$ cat config.mk
export PLATFORM = sky130hd
export DESIGN_NAME = write_merge_fifo_flat
export DESIGN_NICKNAME = d
export VERILOG_FILES = /design/src/rtl/write_merge_fifo_pkg.sv /design/src/rtl/write_merge_fifo_if.sv /design/src/rtl/write_merge_fifo_ram.sv /design/src/rtl/write_merge_fifo.sv /design/src/flat_wrapper.sv
export SDC_FILE = /design/constraint.sdc
export NUM_CORES = 1
export LEC_CHECK = 0
export ABC_AREA = 0
export CORE_MARGIN = 1.5
export CORE_UTILIZATION = 40
export DETAILED_ROUTE_END_ITERATION = 16
export PLACE_DENSITY = 0.69
export SETUP_SLACK_MARGIN = 0.02
export SYNTH_ARGS = -nofsm -noshare
export SYNTH_HDL_FRONTEND = slang
export SYNTH_SLANG_ARGS = --single-unit
$ cat constraint.sdc
create_clock -name clock -period 7.25 [get_ports clock]
set_input_delay 1.45 -clock clock [delete_from_list [all_inputs] [get_ports clock]]
set_output_delay 1.45 -clock clock [all_outputs]
set_load 0.03 [all_outputs]
$ cat src/rtl/write_merge_fifo_pkg.sv
// ============================================================================
// Module : cave_mem_pkg
// Brief  : Shared request type and width helpers for the write-merge FIFO.
// Rev    : 1.0  initial release
// ============================================================================
`default_nettype none

package cave_mem_pkg;

    localparam int DEF_ADDR_WIDTH = 17;
    localparam int DEF_DATA_WIDTH = 16;
    localparam int DEF_MASK_WIDTH = DEF_DATA_WIDTH / 8;

    typedef struct packed {
        logic                      wr;
        logic [DEF_ADDR_WIDTH-1:0] addr;
        logic [DEF_DATA_WIDTH-1:0] din;
        logic [DEF_MASK_WIDTH-1:0] mask;
    } req_t;

    function automatic int mask_width(input int dw);
        return dw / 8;
    endfunction

    // One extra bit so a full FIFO (count == DEPTH) is representable.
    function automatic int cnt_width(input int depth);
        return $clog2(depth) + 1;
    endfunction

endpackage

`default_nettype wire

$ cat src/rtl/write_merge_fifo_if.sv
// ============================================================================
// Module : write_merge_fifo_if
// Brief  : Enqueue/dequeue handshake bundle for the write-merge FIFO.
// Rev    : 1.0  initial release
// ============================================================================
`default_nettype none

interface write_merge_fifo_if #(
    parameter int ADDR_WIDTH = 17,
    parameter int DATA_WIDTH = 16
);
    localparam int MASK_WIDTH = DATA_WIDTH / 8;

    logic                  io_enq_ready;
    logic                  io_enq_valid;
    logic                  io_enq_bits_wr;
    logic [ADDR_WIDTH-1:0] io_enq_bits_addr;
    logic [DATA_WIDTH-1:0] io_enq_bits_din;
    logic [MASK_WIDTH-1:0] io_enq_bits_mask;

    logic                  io_deq_ready;
    logic                  io_deq_valid;
    logic                  io_deq_bits_wr;
    logic [ADDR_WIDTH-1:0] io_deq_bits_addr;
    logic [DATA_WIDTH-1:0] io_deq_bits_din;
    logic [MASK_WIDTH-1:0] io_deq_bits_mask;

    modport slave (
        output io_enq_ready,
        input  io_enq_valid, io_enq_bits_wr, io_enq_bits_addr,
        input  io_enq_bits_din, io_enq_bits_mask,
        input  io_deq_ready,
        output io_deq_valid, io_deq_bits_wr, io_deq_bits_addr,
        output io_deq_bits_din, io_deq_bits_mask
    );

    modport master (
        input  io_enq_ready,
        output io_enq_valid, io_enq_bits_wr, io_enq_bits_addr,
        output io_enq_bits_din, io_enq_bits_mask,
        output io_deq_ready,
        input  io_deq_valid, io_deq_bits_wr, io_deq_bits_addr,
        input  io_deq_bits_din, io_deq_bits_mask
    );

endinterface

`default_nettype wire

$ cat src/rtl/write_merge_fifo_ram.sv
// ============================================================================
// Module : write_merge_fifo_ram
// Brief  : Entry register file, byte-enabled write, async head and tail reads.
// Rev    : 1.0  initial release
// ============================================================================
`default_nettype none

module write_merge_fifo_ram
    import cave_mem_pkg::*;
#(
    parameter int DEPTH      = 16,
    parameter int ADDR_WIDTH = 17,
    parameter int DATA_WIDTH = 16
) (
    input  wire logic                            clk,
    input  wire logic                            i_we,
    input  wire logic [$clog2(DEPTH)-1:0]        i_waddr,
    input  wire logic                            i_wr,
    input  wire logic [ADDR_WIDTH-1:0]           i_addr,
    input  wire logic [DATA_WIDTH-1:0]           i_din,
    input  wire logic [mask_width(DATA_WIDTH)-1:0] i_mask,
    input  wire logic [mask_width(DATA_WIDTH)-1:0] i_din_be,
    input  wire logic [$clog2(DEPTH)-1:0]        i_head_ptr,
    output logic                                 o_head_wr,
    output logic [ADDR_WIDTH-1:0]                o_head_addr,
    output logic [DATA_WIDTH-1:0]                o_head_din,
    output logic [mask_width(DATA_WIDTH)-1:0]    o_head_mask,
    input  wire logic [$clog2(DEPTH)-1:0]        i_tail_ptr,
    output logic                                 o_tail_wr,
    output logic [ADDR_WIDTH-1:0]                o_tail_addr,
    output logic [mask_width(DATA_WIDTH)-1:0]    o_tail_mask
);
    localparam int MW = mask_width(DATA_WIDTH);

    logic                  r_wr   [DEPTH];
    logic [ADDR_WIDTH-1:0] r_addr [DEPTH];
    logic [DATA_WIDTH-1:0] r_din  [DEPTH];
    logic [MW-1:0]         r_mask [DEPTH];

    // Storage is not reset; validity is tracked entirely by the pointers.
    always_ff @(posedge clk) begin
        if (i_we) begin
            r_wr[i_waddr]   <= i_wr;
            r_addr[i_waddr] <= i_addr;
            r_mask[i_waddr] <= i_mask;
            for (int b = 0; b < MW; b++) begin
                if (i_din_be[b]) begin
                    r_din[i_waddr][8*b +: 8] <= i_din[8*b +: 8];
                end
            end
        end
    end

    assign o_head_wr   = r_wr[i_head_ptr];
    assign o_head_addr = r_addr[i_head_ptr];
    assign o_head_din  = r_din[i_head_ptr];
    assign o_head_mask = r_mask[i_head_ptr];

    assign o_tail_wr   = r_wr[i_tail_ptr];
    assign o_tail_addr = r_addr[i_tail_ptr];
    assign o_tail_mask = r_mask[i_tail_ptr];

endmodule

`default_nettype wire

$ cat src/rtl/write_merge_fifo.sv
// ============================================================================
// Module : write_merge_fifo
// Brief  : FWFT request FIFO that folds back-to-back same-address writes.
// Rev    : 1.0  initial release
// ============================================================================
`default_nettype none

module write_merge_fifo
    import cave_mem_pkg::*;
#(
    parameter int ADDR_WIDTH  = 17,
    parameter int DATA_WIDTH  = 16,
    parameter int DEPTH       = 16,
    parameter int ALMOST_FULL = 12,
    parameter int MERGE_EN    = 1
) (
    input  wire logic                        clock,
    input  wire logic                        reset_n,
    write_merge_fifo_if.slave                bus,
    output logic [cnt_width(DEPTH)-1:0]      io_count,
    output logic                             io_almostFull
);
    localparam int MW = mask_width(DATA_WIDTH);
    localparam int PW = $clog2(DEPTH);
    localparam int CW = cnt_width(DEPTH);
    localparam logic [CW-1:0] C_DEPTH = CW'(DEPTH);
    localparam logic [CW-1:0] C_AFULL = CW'(ALMOST_FULL);
    localparam logic [CW-1:0] C_ONE   = CW'(1);

    logic [PW-1:0] r_wptr;
    logic [PW-1:0] r_rptr;
    logic [CW-1:0] r_count;
    logic [CW-1:0] w_count_nxt;

    logic          w_enq_fire;
    logic          w_deq_fire;
    logic          w_merge;
    logic          w_alloc;
    logic [PW-1:0] w_tail_ptr;

    logic                  w_tail_wr;
    logic [ADDR_WIDTH-1:0] w_tail_addr;
    logic [MW-1:0]         w_tail_mask;

    logic [PW-1:0] w_waddr;
    logic [MW-1:0] w_wmask;
    logic [MW-1:0] w_wbe;

    assign bus.io_enq_ready = (r_count != C_DEPTH);
    assign bus.io_deq_valid = (r_count != '0);
    assign io_count         = r_count;
    assign io_almostFull    = (r_count >= C_AFULL);

    assign w_enq_fire = bus.io_enq_valid & bus.io_enq_ready;
    assign w_deq_fire = bus.io_deq_valid & bus.io_deq_ready;
    assign w_tail_ptr = r_wptr - PW'(1);

    generate
        if (MERGE_EN != 0) begin : g_merge
            // A lone entry being dequeued this cycle must not absorb the write.
            assign w_merge = w_enq_fire & (r_count != '0)
                           & w_tail_wr & bus.io_enq_bits_wr
                           & (w_tail_addr == bus.io_enq_bits_addr)
                           & ~((r_count == C_ONE) & w_deq_fire);
        end else begin : g_no_merge
            assign w_merge = 1'b0;
        end
    endgenerate

    assign w_alloc = w_enq_fire & ~w_merge;
    assign w_waddr = w_merge ? w_tail_ptr : r_wptr;
    assign w_wmask = w_merge ? (w_tail_mask | bus.io_enq_bits_mask) : bus.io_enq_bits_mask;
    assign w_wbe   = w_merge ? bus.io_enq_bits_mask : {MW{1'b1}};

    always_comb begin
        w_count_nxt = r_count;
        case ({w_alloc, w_deq_fire})
            2'b10:   w_count_nxt = r_count + C_ONE;
            2'b01:   w_count_nxt = r_count - C_ONE;
            default: w_count_nxt = r_count;
        endcase
    end

    always_ff @(posedge clock or negedge reset_n) begin
        if (!reset_n) begin
            r_wptr  <= '0;
            r_rptr  <= '0;
            r_count <= '0;
        end else begin
            if (w_alloc)    r_wptr <= r_wptr + PW'(1);
            if (w_deq_fire) r_rptr <= r_rptr + PW'(1);
            r_count <= w_count_nxt;
        end
    end

    write_merge_fifo_ram #(
        .DEPTH      (DEPTH),
        .ADDR_WIDTH (ADDR_WIDTH),
        .DATA_WIDTH (DATA_WIDTH)
    ) u_ram (
        .clk         (clock),
        .i_we        (w_enq_fire),
        .i_waddr     (w_waddr),
        .i_wr        (bus.io_enq_bits_wr),
        .i_addr      (bus.io_enq_bits_addr),
        .i_din       (bus.io_enq_bits_din),
        .i_mask      (w_wmask),
        .i_din_be    (w_wbe),
        .i_head_ptr  (r_rptr),
        .o_head_wr   (bus.io_deq_bits_wr),
        .o_head_addr (bus.io_deq_bits_addr),
        .o_head_din  (bus.io_deq_bits_din),
        .o_head_mask (bus.io_deq_bits_mask),
        .i_tail_ptr  (w_tail_ptr),
        .o_tail_wr   (w_tail_wr),
        .o_tail_addr (w_tail_addr),
        .o_tail_mask (w_tail_mask)
    );

endmodule

`default_nettype wire
$ cat src/flat_wrapper.sv
// flat-port wrapper written by rule: the top's interface ports become plain ports
module write_merge_fifo_flat import cave_mem_pkg::*;
#(
    parameter int ADDR_WIDTH  = 17,
    parameter int DATA_WIDTH  = 16,
    parameter int DEPTH       = 16,
    parameter int ALMOST_FULL = 12,
    parameter int MERGE_EN    = 1
)
  (clock, reset_n, io_count, io_almostFull, bus_io_enq_ready, bus_io_enq_valid, bus_io_enq_bits_wr, bus_io_enq_bits_addr, bus_io_enq_bits_din, bus_io_enq_bits_mask, bus_io_deq_ready, bus_io_deq_valid, bus_io_deq_bits_wr, bus_io_deq_bits_addr, bus_io_deq_bits_din, bus_io_deq_bits_mask);
  write_merge_fifo_if #(.ADDR_WIDTH(ADDR_WIDTH), .DATA_WIDTH(DATA_WIDTH)) bus_i ();
  input  wire logic clock;
  input  wire logic reset_n;
  output logic [cnt_width(DEPTH)-1:0] io_count;
  output logic io_almostFull;
  output wire logic [$bits(bus_i.io_enq_ready)-1:0] bus_io_enq_ready;
  input wire logic [$bits(bus_i.io_enq_valid)-1:0] bus_io_enq_valid;
  input wire logic [$bits(bus_i.io_enq_bits_wr)-1:0] bus_io_enq_bits_wr;
  input wire logic [$bits(bus_i.io_enq_bits_addr)-1:0] bus_io_enq_bits_addr;
  input wire logic [$bits(bus_i.io_enq_bits_din)-1:0] bus_io_enq_bits_din;
  input wire logic [$bits(bus_i.io_enq_bits_mask)-1:0] bus_io_enq_bits_mask;
  input wire logic [$bits(bus_i.io_deq_ready)-1:0] bus_io_deq_ready;
  output wire logic [$bits(bus_i.io_deq_valid)-1:0] bus_io_deq_valid;
  output wire logic [$bits(bus_i.io_deq_bits_wr)-1:0] bus_io_deq_bits_wr;
  output wire logic [$bits(bus_i.io_deq_bits_addr)-1:0] bus_io_deq_bits_addr;
  output wire logic [$bits(bus_i.io_deq_bits_din)-1:0] bus_io_deq_bits_din;
  output wire logic [$bits(bus_i.io_deq_bits_mask)-1:0] bus_io_deq_bits_mask;
  assign bus_io_enq_ready = bus_i.io_enq_ready;
  assign bus_i.io_enq_valid = bus_io_enq_valid;
  assign bus_i.io_enq_bits_wr = bus_io_enq_bits_wr;
  assign bus_i.io_enq_bits_addr = bus_io_enq_bits_addr;
  assign bus_i.io_enq_bits_din = bus_io_enq_bits_din;
  assign bus_i.io_enq_bits_mask = bus_io_enq_bits_mask;
  assign bus_i.io_deq_ready = bus_io_deq_ready;
  assign bus_io_deq_valid = bus_i.io_deq_valid;
  assign bus_io_deq_bits_wr = bus_i.io_deq_bits_wr;
  assign bus_io_deq_bits_addr = bus_i.io_deq_bits_addr;
  assign bus_io_deq_bits_din = bus_i.io_deq_bits_din;
  assign bus_io_deq_bits_mask = bus_i.io_deq_bits_mask;
  write_merge_fifo #(.ADDR_WIDTH(ADDR_WIDTH), .DATA_WIDTH(DATA_WIDTH), .DEPTH(DEPTH), .ALMOST_FULL(ALMOST_FULL), .MERGE_EN(MERGE_EN)) u_core (.clock(clock), .reset_n(reset_n), .bus(bus_i), .io_count(io_count), .io_almostFull(io_almostFull));
endmodule
---- Yosys cells after proc, flatten, opt, wreduce, memory -nomap -nowiden ----
Memory sizes are Yosys's and may differ from the RTL's.
Cells that the tools add are included.
storage, ports and cells
  bits in registers ....................... 13
  RAM bits ................................ 576
  output and inout port bits .............. 44
  memories ................................ 4
memories
  memory               depth  bits a word  read ports  clocked after Yosys merged registers in  wr ports  line                        source
  u_core.u_ram.r_addr  16     17           2           0                                        1         write_merge_fifo_ram.sv:36  logic [ADDR_WIDTH-1:0] r_addr [DEPTH];
  u_core.u_ram.r_din   16     16           1           0                                        1         write_merge_fifo_ram.sv:37  logic [DATA_WIDTH-1:0] r_din [DEPTH];
  u_core.u_ram.r_mask  16     2            2           0                                        1         write_merge_fifo_ram.sv:38  logic [MW-1:0] r_mask [DEPTH];
  u_core.u_ram.r_wr    16     1            2           0                                        1         write_merge_fifo_ram.sv:35  logic r_wr [DEPTH];
operators by class
  add/subtract/negate cells ............... 5
  $lt $le $gt $ge ......................... 1
  equal/unequal tests ..................... 5
  muxes and demuxes ....................... 12
  bitwise gates (word level) .............. 12
  reduce and logical (&&, ||, !) cells .... 2
operator list
  kind                                                 count
  equality test 17 bit                                 1
  case mux 5 bit (2 select lines)                      1
  bitwise AND 1 bit                                    9
  adder 4 x 1 -> 4 bit, second input constant          2
  2-to-1 mux 1 bit                                     8
  adder 5 x 1 -> 5 bit, second input constant          1
  equality test 5 x 1 -> 1 bit, second input constant  1
  >= comparator 5 x 4 -> 1 bit, second input constant  1
  inequality test 5 bit, second input constant         1
  nonzero test 5 bit                                   1
  subtractor 5 x 1 -> 5 bit, second input constant     1
  2-to-1 mux 2 bit                                     2
  2-to-1 mux 4 bit                                     1
  subtractor 4 x 1 -> 4 bit, second input constant     1
  equality test 2 x 1 -> 1 bit, second input constant  1
  equality test 2 bit, second input constant           1
  NOT 1 bit                                            2
  OR 2 bit                                             1
  nonzero test 2 bit                                   1

---- Logic depth before layout (Yosys ltp) ----
  word-level depth ........................ 11
  depth in mapped cells ................... 24

---- Cells and area by module ----
A second synthesis with hierarchy kept.
second synthesis, totals
  cell total of the unflattened synthesis .. 1215
  area, all modules ....................... 25162.9 um^2
by module, submodules not included
  module                instances  cells an instance  area an instance (um^2)  sequential area each (um^2)
  write_merge_fifo_ram  1          1106               24113.1                  17296.6
  write_merge_fifo      1          109                1049.8                   325.3

---- Worst setup path after synthesis ----
No wires, ideal clock.
  path type ............................... register to register
  from .................................... reg u_core.r_wptr[0]
  to ...................................... mem u_core.u_ram.r_addr[13][0] (enable)
  setup time .............................. 428 ps
  arrival ................................. 6361 ps
  required time ........................... 6822 ps
  setup slack ............................. 461 ps
  stages on the path, launching flop included .. 19
  buffers on the path ..................... 8
  cells stage by stage .................... dfrtp_1 buf_4 buf_4 buf_4 inv_1 buf_1 ha_1 buf_2 clkbuf_1 mux4_2 mux4_2 xor2_1 or4_1 or4_1 buf_2 nor3_1 a21oi_1 clkbuf_1 a211oi_1
between the ends
  longest elaborated chain between the ends .. 7
  elaborated cells between the ends (all ways) .. 9
  those cells by class .................... add/sub: 1; eq/ne: 1; mux: 1; bitwise: 4; memory: 2
RTL lines
  what                                                          line                        source
  from (decl)                                                   write_merge_fifo.sv:30      logic [PW-1:0] r_wptr;
  from (signal assigned)                                        write_merge_fifo.sv:90      if (w_alloc) r_wptr <= r_wptr + PW'(1);
  subtractor 4 x 1 -> 4 bit (*)                                 write_merge_fifo.sv:56      assign w_tail_ptr = r_wptr - PW'(1);
  net u_core.u_ram.i_tail_ptr[0]                                write_merge_fifo_ram.sv:28  input wire logic [$clog2(DEPTH)-1:0] i_tail_ptr,
  branches (longest 5 deep; another with memory (16 x 17 bit))  --
  2-to-1 mux 4 bit (*)                                          write_merge_fifo.sv:71      assign w_waddr = w_merge ? w_tail_ptr : r_wptr;
  to (decl)                                                     write_merge_fifo_ram.sv:36
Mark *: on every way through the listed nets, which the timed path passes.

---- Worst setup path after layout ----
  from .................................... reg u_core.r_wptr[0]
  to ...................................... mem u_core.u_ram.r_addr[15][4] (enable)
between the ends
  longest elaborated chain between the ends .. 7
  elaborated cells between the ends (all ways) .. 9
  those cells by class .................... add/sub: 1; eq/ne: 1; mux: 1; bitwise: 4; memory: 2
RTL lines
  what                                                          line
  branches (longest 6 deep; another with memory (16 x 17 bit))  --
  2-to-1 mux 4 bit (*)                                          write_merge_fifo.sv:71
Every way passes the cells marked *.

==> flow_summary.ini <==
[detailed_routing]
antenna_left = 0
viasPerCell = 5.96
wirelength_um = 60300
via_count = 13300
drtIter0Drc = 1210
first_pass_iters = 5
drc = 0
post_drt_wl_per_cell_um = 27.1

[setup_path]
cp_cell_sequence = inv_1 -> ha_4 -> mux4_2 -> mux4_2 -> xor2_1 -> or4_1 -> or4_1 -> nor3_1 -> a21oi_2 -> a211oi_4 -> buf_4
critical_path_class = reg -> reg
required_ns = 7.56
reg2regPathDepth = 11
worst-path-max-fanout = 51
critPathLaunchType = register
rr_endpoint = u_core.u_ram.r_addr[15][4]$_DFFE_PP_
cp-startpoint = u_core.r_wptr[0]$_DFFE_PN0P_
reg2reg_from = u_core.r_wptr[0]$_DFFE_PN0P_
worst_ep_arrival_time_ns = 6.48
critical_path.max_stage_delay_ns = 0.80
crit_path_end_kind = register
cp_top_family = simple AND/OR/NAND/NOR gates
r2r_slack_ns = 1.07
slowest_stage = ha_4
crit_buf_inv = 2

[clock_network]
cts_tree = built
cts_root_buffer = clkbuf_16
cts_made_buffers = 56
cts.sinks = 589
clk_latency_ns = 0.62
cts_setup_buffers = 0
ctsHtreeMaxLevel = 2
cts_resized = 0
clockBufferDepth = 3
cts.clk_slew.worst_paths_ns = 0.07
cts_hold_buf = 0

[sta]
clock.fmax_ghz = 0.162
worstMarginPinSlew_ns = 0.990
finalSetupViolCount = 0
min_period_over_period = 0.852
skew_ns = 0.0251
drv_slew = 0
hold_viol_final = 0
fin_ws_ns = 1.07
slew_headroom = 0.340
tns_ns = 0
holdWs_ns = 0.595
rsz0062_at_grt = no
fin_crit_ns = 6.18

[logic_synthesis]
syn_inst = 1200
ys.flop_type = edfxtp_1
ys_seq_area_frac = 0.681
synth-edff-count = 576
ys_types = 52
async_flop_share = 0.0221
syn_nets = 1248
netlist_area_um2 = 25900
ys_ff_latch = 589
syn_avg_cell_area_um2 = 21.6
ys_warn_count = 0

[grt]
antenna_found_initial = 3
grt_pass1_vias = 13800
grt_usage = 0.184
grt_pass1_wl_um = 90600
grt_max_degree = 63
grt_overflow = 0

[layout]
seq_area_um2 = 17600
antennaDiodeCount = 0
multi_input_area_um2 = 8040
areaGrowthSynthToFinish_pct = 16.4
fin_nets = 1372
nFillCells = 5222
drive_above_1_share = 0.349
post-route-cell-area_um2 = 30100

[floorplan]
die_w_um = 257
num_io_pins = 84
num_rows = 93
die_h_um = 257
die-area_um2 = 66200
core_area_um2 = 64200
start_util = 0.403

[min_path]
hp-start = u_core.io_count[3]$_DFFE_PN0P_
hold_path_end = u_core.io_count[3]$_DFFE_PN0P_
min_path_type = reg -> reg
min_path_cells = 1

[flow_run]
drv_cap = 0

[pwr]
total_power_mw = 13.2
power.density_nw_per_um2 = 439
p_leak_nw = 9.29
ir_worst_vdd_uv = 324

[placed_design]
routabilityCongestion = 0.806
pre_cts_ws_ns = 0.991
hpwlAfterDp_um = 36400
dpl-instance-area_um2 = 28200
port_buffers = 83

[run_status]
outcome = finished, final reports clean
[power by group]
group,switching [mW],total [mW],internal (mW)
registers,0.455,4.58,4.13
clock network,1.25,2.97,1.72
logic,2.92,5.67,2.75
[how the worst max path moves through the flow]
stage / to / slack, ns / cells past startpoint
after global routing: u_core.u_ram.r_addr[15][12]$_DFFE_PP_ / 0.73 / 11
after CTS: u_core.u_ram.r_addr[15][10]$_DFFE_PP_ / 0.98 / 11
after global placement: u_core.u_ram.r_addr[15][4]$_DFFE_PP_ / 1.15 / 11
after detailed placement: u_core.u_ram.r_addr[15][1]$_DFFE_PP_ / 0.99 / 11
final: u_core.u_ram.r_addr[15][4]$_DFFE_PP_ / 1.07 / 11
after floorplan: u_core.u_ram.r_addr[13][0]$_DFFE_PP_ / 0.46 / 18
[cell usage in the layout (no fill, tap or decap), drive strengths merged, types with 24 or more instances in the layout]
cell type	n
a211oi	38
nand2	24
buf	71
clkdlybuf4s50	83
clkbuf	67
nor3	24
clkinv	28
mux4	266
nand3	25
edfxtp	576
[per-stage QoR]
step / cells / utilization
4_1_cts: 2226 / 0.469
3_3_place_gp: 2121 / 0.439
2_1_floorplan: 1200 / -
5_1_grt: 2226 / 0.469
6_report: 2226 / 0.469
3_5_place_dp: 2121 / 0.439
[cells in the mapped netlist (all sizes together) (6+ instances only)]
library cell	number	area [um^2]
a211oi	38	365
a21oi	9	45.0
buf	44	223
clkbuf	44	168
dfrtp	13	325
edfxtp	576	17300
ha	8	100
inv	8	30.0
mux2i	23	230
mux4	266	5990
nand2	24	92.6
nand3	25	125
nor2	14	57.6
nor3	24	120
o21ai	6	30.0
xnor2	13	114
xor2	15	131
[logic make-up (layout without fill, tap and decap cells)]
kind of cell	Yosys count	count (layout)	share of synthesized area
flops	589	589	0.681
mux	292	292	0.242
simple gates	115	115	0.0237
buf+inv	96	267	0.0163
compound gates	72	72	0.0234
xor+xnor	28	28	0.00948
fa+ha+maj	8	8	0.00387
[layer usage]
layer  track usage  vias to the layer above  share of wire
li1              -                     5441              -
met1         0.257                     7169           0.41
met2         0.299                      557           0.50
met3        0.0330                       94          0.069
met4        0.0492                        6          0.021
met5             0                        -        0.00053
[area by class of cell]
class / instances / share of cell area
Clock buffer: 67 / 0.0483
Clock inverter: 38 / 0.0142
Inverter: 8 / 0.000998
Multi-Input combinational cell: 515 / 0.267
Sequential cell: 589 / 0.586
Tap cell: 855 / 0.0355
Timing Repair Buffer: 154 / 0.0478
[sequential cells by signal, summed over array words and instances (netlist names)]
register,flops
u_core.io_count,5
u_core.r_rptr,4
u_core.r_wptr,4
u_core.u_ram.r_addr,272
u_core.u_ram.r_din,256
u_core.u_ram.r_mask,32
u_core.u_ram.r_wr,16
(Power assumes the default switching activity.)
